--- config.mk ---
export PLATFORM = sky130hd
export DESIGN_NAME = sync_fifo_cfg
export DESIGN_NICKNAME = d
export VERILOG_FILES = /design/src/rtl/sync_fifo_cfg.sv
export SDC_FILE = /design/constraint.sdc
export NUM_CORES = 1
export LEC_CHECK = 0
export BUFFER_PORTS_ARGS = -buffer_cell sky130_fd_sc_hd__buf_2
export CORE_ASPECT_RATIO = 0.5
export CORE_MARGIN = 3
export CORE_UTILIZATION = 55
export DETAILED_ROUTE_END_ITERATION = 7
export PLACE_DENSITY = 0.73
export SETUP_SLACK_MARGIN = 0.3
export SLEW_MARGIN = 20
export SYNTH_ARGS = -nofsm -noshare
export SYNTH_HDL_FRONTEND = slang
export SYNTH_SLANG_ARGS = --single-unit
--- constraint.sdc ---
create_clock -name clk -period 3.3 [get_ports clk]
set_clock_uncertainty 0.05 [all_clocks]
set_input_delay 0.66 -clock clk [delete_from_list [all_inputs] [get_ports clk]]
set_output_delay 0.66 -clock clk [all_outputs]
set_load 0.01 [all_outputs]
--- src/rtl/sync_fifo_cfg.sv ---
// Single-clock FIFO with selectable first-word-fall-through or registered-read
// mode, programmable almost-full/almost-empty thresholds, flush and sticky error flags.
module sync_fifo_cfg #(
  parameter int DATA_WIDTH = 16,
  parameter int ADDR_WIDTH = 4,
  parameter bit FWFT       = 1'b1
) (
  input  logic                  clk,
  input  logic                  rst_n,
  input  logic                  flush,
  input  logic [DATA_WIDTH-1:0] wr_data,
  input  logic                  wr_en,
  output logic                  full,
  output logic                  almost_full,
  input  logic                  rd_en,
  output logic [DATA_WIDTH-1:0] rd_data,
  output logic                  rd_valid,
  output logic                  empty,
  output logic                  almost_empty,
  output logic [ADDR_WIDTH:0]   count,
  input  logic [ADDR_WIDTH:0]   af_thresh,
  input  logic [ADDR_WIDTH:0]   ae_thresh,
  output logic                  overflow,
  output logic                  underflow,
  input  logic                  err_clr
);

  localparam int DEPTH = 1 << ADDR_WIDTH;
  localparam logic [ADDR_WIDTH:0] DEPTH_CNT = {1'b1, {ADDR_WIDTH{1'b0}}};
  localparam logic [ADDR_WIDTH:0] ONE       = {{ADDR_WIDTH{1'b0}}, 1'b1};

  logic [DATA_WIDTH-1:0] mem [DEPTH];
  logic [ADDR_WIDTH:0]   wr_ptr;
  logic [ADDR_WIDTH:0]   rd_ptr;
  logic [ADDR_WIDTH:0]   count_q;
  logic [DATA_WIDTH-1:0] rd_data_q;
  logic                  rd_valid_q;
  logic                  overflow_q;
  logic                  underflow_q;

  logic                  wr_acc;
  logic                  rd_acc;
  logic                  load_out;
  logic                  clear_valid;
  logic [DATA_WIDTH-1:0] load_data;

  assign full         = (count_q == DEPTH_CNT);
  assign almost_full  = (count_q >= af_thresh);
  assign almost_empty = (count_q <= ae_thresh);
  assign count        = count_q;
  assign rd_data      = rd_data_q;
  assign rd_valid     = rd_valid_q;
  assign overflow     = overflow_q;
  assign underflow    = underflow_q;

  // A read never frees space for a same-cycle write: both use pre-edge flags.
  assign wr_acc = wr_en && !full && !flush;
  assign rd_acc = rd_en && !empty && !flush;

  generate
    if (FWFT) begin : g_fwft
      logic mem_empty;

      // The output register counts as storage, so "empty" means no head word.
      // When memory is empty an incoming write bypasses straight into the
      // output register, giving single-cycle latency into an idle FIFO.
      assign mem_empty   = (wr_ptr == rd_ptr);
      assign empty       = !rd_valid_q;
      assign load_out    = !flush && (!rd_valid_q || rd_acc) && (!mem_empty || wr_acc);
      assign load_data   = mem_empty ? wr_data : mem[rd_ptr[ADDR_WIDTH-1:0]];
      assign clear_valid = rd_acc;

      assert property (@(posedge clk) disable iff (!rst_n)
        count_q == (wr_ptr - rd_ptr) + (ADDR_WIDTH+1)'(rd_valid_q));
    end else begin : g_std
      assign empty       = (count_q == '0);
      assign load_out    = rd_acc;
      assign load_data   = mem[rd_ptr[ADDR_WIDTH-1:0]];
      assign clear_valid = 1'b1;

      assert property (@(posedge clk) disable iff (!rst_n)
        count_q == (wr_ptr - rd_ptr));
    end
  endgenerate

  assert property (@(posedge clk) disable iff (!rst_n) count_q <= DEPTH_CNT);

  always_ff @(posedge clk) begin
    if (wr_acc) begin
      mem[wr_ptr[ADDR_WIDTH-1:0]] <= wr_data;
    end
  end

  // Pointers wrap naturally modulo 2*DEPTH; the read pointer advances on every
  // word moved out of memory, including a bypassed write.
  always_ff @(posedge clk or negedge rst_n) begin
    if (!rst_n) begin
      wr_ptr  <= '0;
      rd_ptr  <= '0;
      count_q <= '0;
    end else if (flush) begin
      wr_ptr  <= '0;
      rd_ptr  <= '0;
      count_q <= '0;
    end else begin
      if (wr_acc) begin
        wr_ptr <= wr_ptr + ONE;
      end
      if (load_out) begin
        rd_ptr <= rd_ptr + ONE;
      end
      case ({wr_acc, rd_acc})
        2'b10:   count_q <= count_q + ONE;
        2'b01:   count_q <= count_q - ONE;
        default: count_q <= count_q;
      endcase
    end
  end

  always_ff @(posedge clk or negedge rst_n) begin
    if (!rst_n) begin
      rd_data_q  <= '0;
      rd_valid_q <= 1'b0;
    end else if (flush) begin
      rd_valid_q <= 1'b0;
    end else if (load_out) begin
      rd_data_q  <= load_data;
      rd_valid_q <= 1'b1;
    end else if (clear_valid) begin
      rd_valid_q <= 1'b0;
    end
  end

  // Sticky errors: a new error in the clearing cycle keeps the flag set.
  always_ff @(posedge clk or negedge rst_n) begin
    if (!rst_n) begin
      overflow_q  <= 1'b0;
      underflow_q <= 1'b0;
    end else begin
      overflow_q  <= (wr_en && full && !flush) || (overflow_q && !err_clr);
      underflow_q <= (rd_en && empty && !flush) || (underflow_q && !err_clr);
    end
  end

endmodule

* Word-level counts from Yosys, hierarchy flattened
Memory sizes are Yosys's and may differ from the RTL's.
Index checks and enable logic that the tools add are counted.
** Storage, ports and cells
- Bits in writable memories :: 256
- Flip-flop bits (word level) :: 34
- Logic and storage cells :: 57
- Memories kept :: 1
- Output and inout bits :: 28
- Input port bits :: 32
** Memories
- mem :: words 16, width 16, read ports 1, clocked after memory_dff 0, write ports 1, line 32 : logic [DATA_WIDTH-1:0] mem [DEPTH];
** Cells by class
- Mux-type cells :: 12
- Magnitude comparators :: 2
- Equality and inequality tests :: 4
- Add/sub/neg operators :: 4
- Bitwise gates (word level) :: 1
- Reduce and logical (&&, ||, !) cells :: 26
** Operators with widths (count)
- $mux 5 :: 5
- $mux 16 :: 1
- $add 5x1->5 const B :: 3
- $logic_and 1x1->1 :: 12
- $pmux 5 s2 :: 1
- $reduce_bool 3->1 :: 2
- $eq 5x5->1 :: 1
- $eq 5x5->1 const B :: 1
- $ge 5x5->1 :: 1
- $le 5x5->1 :: 1
- $logic_not 1->1 :: 5
- $mux 1 :: 5
- $sub 5x1->5 const B :: 1
- $logic_or 1x1->1 :: 4
- $reduce_bool 2->1 :: 2
- $eq 2x1->1 const B :: 1
- $eq 2x2->1 const B :: 1
- $reduce_and 2->1 :: 1
- $not 1->1 :: 1

* Longest topological paths before layout
- Depth in word-level cells :: 8
- Depth in mapped cells :: 11
- Gate-level depth less buffers :: 9

* Least setup slack after synthesis
Ideal clock, no wire load.
- Path kind :: register -> register
- From :: register count_q[1], in the netlist count[1]
- To :: memory mem[3][0], enable pin
- Arrival time :: 2.364 ns
- Cell stages (with the launch flop) :: 7
- Period minus slack after synthesis :: 2.824 ns
- Slack :: 0.476 ns
- Path through :: dfrtp_1 buf_2 nor4_4 a21bo_1 nor2_1 nand2_1 nor3_1
** On the way
- Cells in the longest elaborated chain, start to end :: 6
** Ends and longest elaborated chain
- from (decl) :: line 35 : logic [ADDR_WIDTH:0] count_q;
- from (signal assigned) :: line 113 : 2'b10: count_q <= count_q + ONE;
- from (signal assigned) :: line 114 : 2'b01: count_q <= count_q - ONE;
- from (signal assigned) :: line 115 : default: count_q <= count_q;
- $eq 5x5->1 :: line 47 : assign full = (count_q == DEPTH_CNT);
- $logic_not 1->1 :: line 57 : assign wr_acc = wr_en && !full && !flush;
- $logic_and 1x1->1 (2 in series) :: line 57
- $mux 1 :: line 89 : if (wr_acc) begin
- $mux 1 (not written as such) :: line 90 : mem[wr_ptr[ADDR_WIDTH-1:0]] <= wr_data;
- to (decl) :: line 32
Every way passes these cells.

* Final worst setup path
- From :: register count_q[0], in the netlist count[0]
- To :: output almost_full
** On the way
- Cells in the longest elaborated chain, start to end :: 1
** Ends and longest elaborated chain
- $ge 5x5->1 :: line 48 : assign almost_full = (count_q >= af_thresh);
- to (decl) :: line 14 : output logic almost_full,
Every way passes these cells.

==> results.py <==
metrics = {
    "cells_and_area": {
        "syn_to_final_growth_pct": 12.69,
        "fillCellCount": 1470,
        "fin_area_um2": 13440,
        "mostFrequentLayoutCells": "256 x edfxtp_1, 68 x mux2i_1, 59 x buf_2",
        "drive_gt1_share_pct": 22.20,
        "final_common_cell": "edfxtp_1",
        "nNetsFinal": 850,
        "diodes": 0,
        "instances_no_fill": 1112,
    },
    "die": {
        "coreArea_um2": 20930,
        "num_io_pins": 60,
        "start_util_pct": 57.01,
        "rows": 37,
        "die-area_um2": 23600,
        "fp.dieW_um": 214.3,
        "chipHeight_um": 110.1,
    },
    "flow_run": {
        "drv_cap": 0,
    },
    "global_routing": {
        "grt_start_max_net_pins": 41,
        "grt_first_pass_wirelength_mm": 38.43,
        "grt-ovfl-total": 0,
        "grt_pass1_vias": 6657,
        "antenna_found_initial": 0,
        "grt_use_total_pct": 21.43,
    },
    "setup_path": {
        "cp.required_ps": 2590,
        "worstSetupEndpointType": "output port",
        "cp-start-kind": "flip-flop",
        "crit_type": "reg2out",
        "critPathMaxFanout": 2,
        "critPathArrivalTime_ps": 2170,
    },
    "synthesis": {
        "synth_cell_types": 50,
        "synth_area_per_cell_um2": 16.68,
        "yosysWarnings": 0,
        "synth_top_area_share_pct": 64.44,
        "syn-cell-area_um2": 11930,
        "syn_nets": 764,
        "synth_seq_cells": 290,
        "yosysSeqAreaShare_pct": 71.58,
        "synthCells": 715,
        "yosysTopAreaCell": "edfxtp_1",
        "ys_top_cells_by_area": "edfxtp_1 64%, dfrtp_1 7.1%, mux4_2 5.9%, mux2i_1 5.7%, ha_1 1.8%",
    },
    "clock_tree": {
        "cts_buffer_depth": 3,
        "cts_tree": "yes",
        "clockRootBuffer": "clkbuf_16",
        "numCtsBuffers": 25,
        "clock_latency_ps": 540,
        "hold_buffers": 0,
        "clk_pin_slew_ps": 70,
        "h-tree-depth": 1,
        "clock_sinks": 290,
    },
    "run_status": {
        "status": "completed",
    },
    "placed_design": {
        "dp_cells": 1063,
        "io_buffers": 59,
        "placed_cell_area_um2": 12630,
        "gp_congestion": 0.7980,
        "place_hpwl_mm": 14.81,
    },
    "drt": {
        "wirelength_mm": 24.64,
        "drc": 0,
        "firstDrtPassIters": 5,
        "antenna_left": 0,
        "viasPerCell": 5.966,
        "wl_per_cell_um": 22.16,
        "num_vias": 6634,
        "drtIter0Drc": 717,
    },
    "power_and_ir_drop": {
        "powerDensity_nw_per_um2": 685.9,
        "p_leak_nw": 4.806,
        "ir_drop_uv": 424.9,
    },
    "timing": {
        "timing.hold.ws_ps": 181.4,
        "drv_slew": 0,
        "setup_viol": 0,
        "layout_worst_path_cycle_share_pct": 87.33,
        "final_hold_viol_count": 0,
        "fin_crit_ps": 2882,
        "fmax_ghz": 0.3470,
        "worst_pin_slew_ps": 931.3,
        "max-slew-margin-rel_pct": 37.74,
        "finalSetupTns_ps": 0,
        "rsz0062_at_grt": "false",
    },
    "min_path": {
        "hold_class": "in2async",
    },
}
## power breakdown
part           internal (W)  total (W)  switching (W)
clock               0.00157    0.00286        0.00129
sequential          0.00416    0.00432       0.000159
combinational      0.000941    0.00204        0.00110
## worst paths after layout
| check | from | depth (start not counted) | slack [ps] | endpoint |
|---|---|---|---|---|
| setup / recovery | count[0] | 8 | 420 | almost_full |
| hold / removal | rst_n | 1 | 180 | count[4] |
| setup reg to reg | rd_ptr[2] | 6 | 750 | rd_data[9] |
| hold reg to reg | rd_data[7] | 2 | 430 | rd_data[7] |
| max in group asynchronous | rst_n | 1 | 2370 | rd_ptr[0] |
| min in group clk | err_clr | 2 | 270 | overflow |
## kinds of logic after synthesis
kind of cell               synth area share [%]
buffers and inverters                     2.675
adders and majority gates                 1.783
AOI/OAI and AO/OA                         6.084
xor gates and xnor gates                 0.8707
and+or+nand+nor                           5.360
DFF                                       71.58
muxes                                     11.65
## Yosys cell counts (all sizes together)
cell type	n
or3	3
nor3b	1
nor4	2
o311a	1
mux2	1
xor2	9
nand3b	4
nand2	46
o21ai	37
a311oi	1
edfxtp	256
nor3	8
a31oi	3
and2	2
buf	26
a211oi	15
a2bb2oi	1
nor2b	3
o22ai	33
a21bo	1
nand2b	5
a21oi	6
or3b	1
nor2	35
and3b	1
inv	15
nand4	2
and3	15
a21boi	1
a21o	4
nand3	3
o21a	3
xnor2	2
mux2i	68
mux4	31
ha	17
dfrtp	34
a311o	1
a31o	1
a2111oi	2
o31ai	3
clkbuf	12
## worst max-delay path, stage by stage (launching register included)
cell	delay [ps]
dfrtp_2	400
inv_1	80
ha_1	230
nand2b_1	140
a21o_1	170
a21o_1	170
a21o_1	170
a21o_1	160
buf_2	130
## final cells by class
class,instances,area [um^2],area share [%]
Inverter,15,56.30,0.4188
Clock inverter,15,143.9,1.070
Timing Repair Buffer,97,593.1,4.412
Sequential cell,290,8544,63.56
Tap cell,292,365.4,2.718
Multi-Input combinational cell,372,3092,23.00
Clock buffer,31,648.1,4.821
## per-layer routing
layer / track usage [%] / vias up / wire length [um]
met5: 0 / - / 0
met4: 5.642 / 0 / 555
met3: 3.560 / 36 / 1603
met2: 36.26 / 217 / 12080
met1: 29.70 / 3415 / 10400
li1: - / 2966 / -
## registers in the layout (all words and copies together) (netlist names)
| register | flops |
|---|---|
| mem | 256 |
| rd_data | 16 |
| count | 5 |
| rd_ptr | 5 |
| wr_ptr | 5 |
| overflow | 1 |
| rd_valid | 1 |
| underflow | 1 |
## stage by stage
stage,power [W],setup WS (ps),util (%)
after global routing,0.009644,302.1,64.24
after floorplan,0.005919,476.4,-
after global placement,0.006409,643.1,60.34
after detailed placement,0.006434,627.4,60.34
after CTS,0.009279,385.2,64.24
final,0.009220,418.0,64.24
## what timing repair did
action | in CTS | in global routing
setup buffers | 3 | 0
resized for setup | 2 | 0
endpoints found under the setup margin | 2 | 0
Power figures use the tool's default switching activity.
